`src/rtl/fetch_stage.sv`:
```
// Instruction fetch + IF/ID register: issues PC to synchronous imem, splits the returned word into decode fields.
// Latency: 2 edges from address issue to valid_out; taken jump redirects combinationally, 2-slot penalty.
// Backpressure: stall holds PC and IF/ID and re-reads the in-flight word; a taken jump overrides stall.
module fetch_stage #(
    parameter int unsigned          PC_WIDTH    = 32,
    parameter int unsigned          INSTR_WIDTH = 32,
    parameter logic [PC_WIDTH-1:0]  RESET_PC    = '0,
    parameter logic [PC_WIDTH-1:0]  PC_STEP     = PC_WIDTH'(4)
) (
    input  logic                   clk,
    input  logic                   rst,
    output logic [PC_WIDTH-1:0]    imem_addr,
    input  logic [INSTR_WIDTH-1:0] imem_rdata,
    input  logic                   stall,
    input  logic                   JumpI,
    input  logic                   JumpCI,
    input  logic                   JumpCD,
    input  logic                   zero_flag,
    input  logic [PC_WIDTH-1:0]    branch_target,
    output logic                   redirect,
    output logic                   valid_out,
    output logic [PC_WIDTH-1:0]    pc_out,
    output logic [1:0]             instruction_type,
    output logic [1:0]             func,
    output logic                   imm,
    output logic                   vector,
    output logic [INSTR_WIDTH-7:0] instr_body
);

    logic                   taken;
    logic [PC_WIDTH-1:0]    pc;
    logic [PC_WIDTH-1:0]    f_pc;
    logic                   f_valid;
    logic [INSTR_WIDTH-1:0] id_instr;
    logic [PC_WIDTH-1:0]    id_pc;
    logic                   id_valid;

    assign taken    = JumpI | (JumpCI & zero_flag) | (JumpCD & ~zero_flag);
    assign redirect = taken;

    // On stall the word currently returning would be dropped, so re-issue its address.
    always_comb begin
        imem_addr = pc;
        if (taken) begin
            imem_addr = branch_target;
        end else if (stall) begin
            imem_addr = f_pc;
        end
    end

    always_ff @(posedge clk or negedge rst) begin
        if (!rst) begin
            pc       <= RESET_PC;
            f_pc     <= RESET_PC;
            f_valid  <= 1'b0;
            id_instr <= '0;
            id_pc    <= '0;
            id_valid <= 1'b0;
        end else if (taken) begin
            pc       <= branch_target + PC_STEP;
            f_pc     <= branch_target;
            f_valid  <= 1'b1;
            id_valid <= 1'b0;
        end else if (!stall) begin
            id_instr <= imem_rdata;
            id_pc    <= f_pc;
            id_valid <= f_valid;
            f_pc     <= pc;
            f_valid  <= 1'b1;
            pc       <= pc + PC_STEP;
        end
    end

    // Invalid slots present all-zero fields; consumers must still qualify with valid_out.
    assign valid_out        = id_valid;
    assign pc_out           = id_pc;
    assign instruction_type = id_valid ? id_instr[INSTR_WIDTH-1:INSTR_WIDTH-2] : 2'b00;
    assign func             = id_valid ? id_instr[INSTR_WIDTH-3:INSTR_WIDTH-4] : 2'b00;
    assign imm              = id_valid & id_instr[INSTR_WIDTH-5];
    assign vector           = id_valid & id_instr[INSTR_WIDTH-6];
    assign instr_body       = id_valid ? id_instr[INSTR_WIDTH-7:0] : '0;

endmodule

```
`config.mk`:
```
export PLATFORM = sky130hd
export DESIGN_NAME = fetch_stage
export DESIGN_NICKNAME = d
export VERILOG_FILES = /design/src/rtl/fetch_stage.sv
export SDC_FILE = /design/constraint.sdc
export NUM_CORES = 1
export LEC_CHECK = 0
export ABC_AREA = 1
export ABC_CLOCK_PERIOD_IN_PS = 3600
export BUFFER_PORTS_ARGS = -buffer_cell sky130_fd_sc_hd__buf_2
export CAP_MARGIN = 15
export CORE_UTILIZATION = 47
export CTS_CLUSTER_DIAMETER = 60
export DETAILED_ROUTE_END_ITERATION = 8
export GPL_TIMING_DRIVEN = 0
export PLACE_DENSITY = 0.7
export SYNTH_ARGS = -nofsm -noshare
export SYNTH_HDL_FRONTEND = slang
export SYNTH_SLANG_ARGS = --single-unit
```
`constraint.sdc`:
```
create_clock -name clk -period 3.6 [get_ports clk]
set_clock_uncertainty 0.1 [all_clocks]
set_input_delay 0.18 -clock clk [delete_from_list [all_inputs] [get_ports clk]]
set_output_delay 0.18 -clock clk [all_outputs]
set_load 0.005 [all_outputs]
```
# [Word level (Yosys, flattened, before mapping)]
# Cells that the tools add are included.
[totals] register_bits=130 latch_bits=0 ramBits=0 mem_bits_ro=0 inputBits=71 output_inout_bits=98 word_cells=30 memories=0
[op_classes] n_addsub=2 multipliers=0 n_div=0 order_cmp=0 n_eq_ne=1 n_shift=0 n_mux=11 bitwise=9 n_reduce_logical=1
[op_table] cell="two-way mux 32 bit" count=4
[op_table] cell="adder 32 x 3 -> 32 bit, second input constant" count=2
[op_table] cell="two-way mux 26 bit" count=1
[op_table] cell="bitwise AND 1 bit" count=4
[op_table] cell="two-way mux 1 bit" count=4
[op_table] cell="two-way mux 2 bit" count=2
[op_table] cell="inverter 1 bit" count=3
[op_table] cell="inequality test 2 x 1 -> 1 bit, second input constant" count=1
[op_table] cell="OR 1 bit" count=2
[op_table] cell="AND reduction 2 bit" count=1

# [Longest topological paths before layout]
[logic_depth] depth_word=5 mapped_depth=16 depth_no_buf=14

# [Worst setup path before layout]
# OpenSTA, ideal clock, no wires.
[synth_timing] path_kind="input -> register" startpoint="input port JumpCI" endpoint="register pc[24]" setup_time_ns=0.117 arrival_ns=1.762 t_required_ns=3.383 slack_ns=1.620 cell_stages=13 path_buffers=2 path_cell_list="nand2_2 nand3_4 buf_4 buf_4 o21ai_0 ha_1 nand2_1 nor2_4 nand2_1 nor2_2 nand3_1 nand3_1 nand2_1"
[synth_via] elab_chain_cells=4 word_cells_on_any_way=5 cone_classes="1 x eq/ne; 1 x mux; 3 x bitwise"
[synth_lines] element="start, declared" line_no="16" source="input logic JumpCI,"
[synth_lines] element="bitwise AND 1 bit (*)" line_no="38" source="assign taken = JumpI | (JumpCI & zero_flag) | (JumpCD & ~zero_flag);"
[synth_lines] element="OR 1 bit (*) (2 in series)" line_no="38"
[synth_lines] element="named net redirect" line_no="20" source="output logic redirect,"
[synth_lines] element="inequality test 2 x 1 -> 1 bit (no source line) / two-way mux 32 bit (equally long branches)"
[synth_lines] element="end signal, assigned" line_no="60" source="pc <= branch_target + PC_STEP;"
[synth_lines] element="end signal, assigned" line_no="70" source="pc <= pc + PC_STEP;"
[synth_lines] element="end, declared" line_no="31" source="logic [PC_WIDTH-1:0] pc;"
# Mark *: on every way through the listed nets, which the timed path passes. The rest lies on a longest branch.
# A chain may end at the register's enable or synchronous reset.

# [Final worst setup path]
[layout_timing] startpoint="input port zero_flag" endpoint="register pc[24]"
[layout_via] elab_chain_cells=4 word_cells_on_any_way=7 cone_classes="1 x eq/ne; 1 x mux; 5 x bitwise"
[layout_lines] element="start, declared" line_no="18" source="input logic zero_flag,"
[layout_lines] element="bitwise AND 1 bit / inverter 1 bit (equally long branches)" line_no="38"
[layout_lines] element="OR 1 bit / bitwise AND 1 bit (equally long branches)" line_no="38"
[layout_lines] element="OR 1 bit (*)" line_no="38"
[layout_lines] element="inequality test 2 x 1 -> 1 bit (no source line) / two-way mux 32 bit (equally long branches)"
# Mark *: on every way between the ends. The rest lies on a longest branch, timed or not.

==> impl_results.md <==
* Status: completed
* Final net count at 1089
* Worst VDD drop at 0.000360 V
* Core area at 13900 um2
* Wl on met1 at 8390 um
* # setup viols final at 0
* Die Ht at 122 um
* Skew-Pair Late Insertion Delay at 430 ps
* Post-cts resize count at 0
* Antenna fix cells at 0
* Placer congestion estimate at 0.902
* Final design utilization at 64.9%
* EDFF count, synth at 0
* Worst hold margin at 41.3 ps
* Sequential-to-total area share from yosys stat at 48.3%
* Mapped Nets at 837
* Crit path top cell by count: nand2_1
* Max-slew headroom at between 50 and 60%
* Area grow syn2layout at 34.4%
* Total power at 4380 uW
* Predominant post-synthesis flop cell: dfrtp_1
* CTS tree: done
* Synth cell types at 31
* Setup crit end kind: flip-flop
* Worst EP arrival at ~2400 ps
* Achievable Freq at 0.455 GHz
* Synth top area share at 48.3%
* Depth of the CTS H-tree at 4
* CP max-delay cell: o21ai_0
* Max Slew Vio Count at 0
* CTS Sinks at 130
* Fin cells at around 1.2k
* Max-capacitance violation count at 0
* Final ANT Viol Nets at 0
* Clock buffer depth at 2
* Worst-Margin Slew at about 630 ps
* Hold buffer count at CTS at 64
* Peak per-stage delay on the critical path at around 300 ps
* Fin Setup TNS at 0 ps
* Pwr dens at between 400 and 500 nW/um2
* HPWL Detailed at ~14000 um
* Clk Tree Root Cell: clkbuf_16
* RSZ-0062 raised after global routing: no
* PortBufs at about 170
* Synth top cells by count: nand2_1, dfrtp_1, inv_1
* Tcrit/Tclk final at 61.1%
* Cell area after synthesis at 6730 um2
* Fin. Hold Viols at 0
* Met3 WL post-DR at around 970 um
* Initial Util at around 48%
* Min-Delay Path Class: in -> reg
* IO Pins at 169
* DRT Wirelength at 19500 um
* Number of remaining DRC errors at 0
* Syn avg cell area at between 8 and 9 um2
* Crit path buffers/inverters at 3
* DR iter-0 viols at 474
* Average wire per standard cell at 16.1 um
* First-pass GRT wire length at about 30000 um
* Vias per cell at 5.09
* Chip width at 122 um
* CTS Buf Count at 17
* Warnings, synthesis at 0
* Leakage at 0.00473 uW
* Number of global-route vias before repair at about 6.1k
* FF+latch count, synth at 130
* CP required at ~3800 ps
* Min Tclk post-route at 2200 ps
* Initial antenna violation count at 0
* Critical path's top delay family: simple AND/OR/NAND/NOR gates
* Crit Path Max Fanout at 10
* Met2 WL post-DR at 9480 um
* Overall routing resource usage at 27.4%
* Yosys top cell by area: dfrtp_1
* Most frequent cell after synthesis: nand2_1
* TritonRoute pass-1 iters at 6
* Worst-path clk slew at 50 ps
* Site Rows at 43
* Top layer in use: met4
* Overflow after GRT at 0
* Post-CTS Setup Bufs at 0
* Top cells by area, synth: dfrtp_1, nand2_1, mux2_2, inv_1, o221ai_1
* CP startpoint kind: primary input
* Largest net degree at the start of global routing at 85
* CP cell instances: buf_2, nand2_2, nand3_4, buf_4, buf_4, o21ai_0, ha_1, nand2_1, nor2_4, nand2_1, nor2_2, nand3_1, nand3_1, nand2_1
* Die Area at 14800 um2
* Vias at slightly above 6k
* Placed insts at 1114
* Share of post-route cells with drive strength above 1 at 31.3%
* Async set-reset flop share out of synthesis at 100%
* CP Class: in -> reg
* Synth Instances at 765
final cells by class:
class | instances | area [um2]
fillers | 1165 | 4890
flip-flops and latches | 130 | 3250
multi-input cells | 497 | 2840
repair buffers | 233 | 1520
clock buffers | 26 | 499
inverters | 97 | 364
plain buffers | 41 | 277
well taps | 180 | 225
clock inverters | 5 | 75.1
placed cells by master (no fill, tap or decap), types with 2 or more instances in the layout:
master,n
inv_2,2
nand3_1,29
buf_6,4
a21oi_1,3
clkbuf_16,17
buf_12,2
o21bai_1,3
nor2_1,28
clkinv_2,3
inv_1,95
o21ai_1,6
mux2_2,32
nand4_2,2
o221ai_1,32
buf_2,182
dlygate4sd3_1,64
bufinv_16,2
nand2_4,7
buf_8,3
dfrtp_1,130
xor2_1,2
nor2_2,12
nand2_2,28
buf_4,4
nand4_1,19
clkbuf_1,18
nand2_1,227
o21ai_0,47
clkbuf_8,4
nand4_4,8
nor2_4,8
tightest hold or removal path: cells and delay by family:
kind	cells	cell delay, ps
buffers and inverters	1	110
and+or+nand+nor	1	110
AOI/OAI and AO/OA	1	110
path summary, 6_finish.rpt:
check                              endpoint  cells after the start              start  slack, ps
worst max-delay path                 pc[24]                     14          zero_flag       1400
worst min-delay path               f_pc[14]                      3  branch_target[14]         40
worst max register to register       pc[24]                     10              pc[2]       1440
worst min register to register      f_valid                      2            f_valid        340
max in group asynchronous           f_pc[9]                      3                rst       2480
min in group asynchronous       id_instr[3]                      2                rst        160
state kept, by name (all words and copies together), names as in the netlist:
name,flops
f_pc,32
f_valid,1
id_instr,32
pc,32
pc_out,32
valid_out,1
logic make-up (layout without fill, tap and decap cells):
| family | Yosys count | after routing | share of synthesized area [%] |
|---|---|---|---|
| and+or+nand+nor | 371 | 371 | 27.7 |
| buffers and inverters | 138 | 402 | 9.51 |
| DFF | 130 | 130 | 48.3 |
| AOI/OAI and AO/OA | 91 | 91 | 8.66 |
| muxes | 32 | 32 | 5.35 |
| xor gates and xnor gates | 2 | 2 | 0.260 |
| adders and majority gates | 1 | 1 | 0.186 |
power breakdown:
group,internal [uW],total [uW],switching [uW]
Sequential,1690,1810,118
Clock,1090,1690,609
Combinational,384,870,486
Total,3160,4380,1210
through the flow:
stage / setup slack [ps] / area (um2)
6_report: 1400 / 9050
5_1_grt: 1190 / 9050
4_1_cts: 1400 / 9050
3_5_place_dp: 990 / 7830
3_3_place_gp: 491 / 7800
2_1_floorplan: 1620 / 6730
routing by layer:
metal	up-vias	global-route usage [%]
met5	-	0
met4	0	13.3
met3	52	5.34
met2	241	45.6
met1	2884	34.0
li1	2982	-
Note: power is estimated with default switching activity, not from simulation.
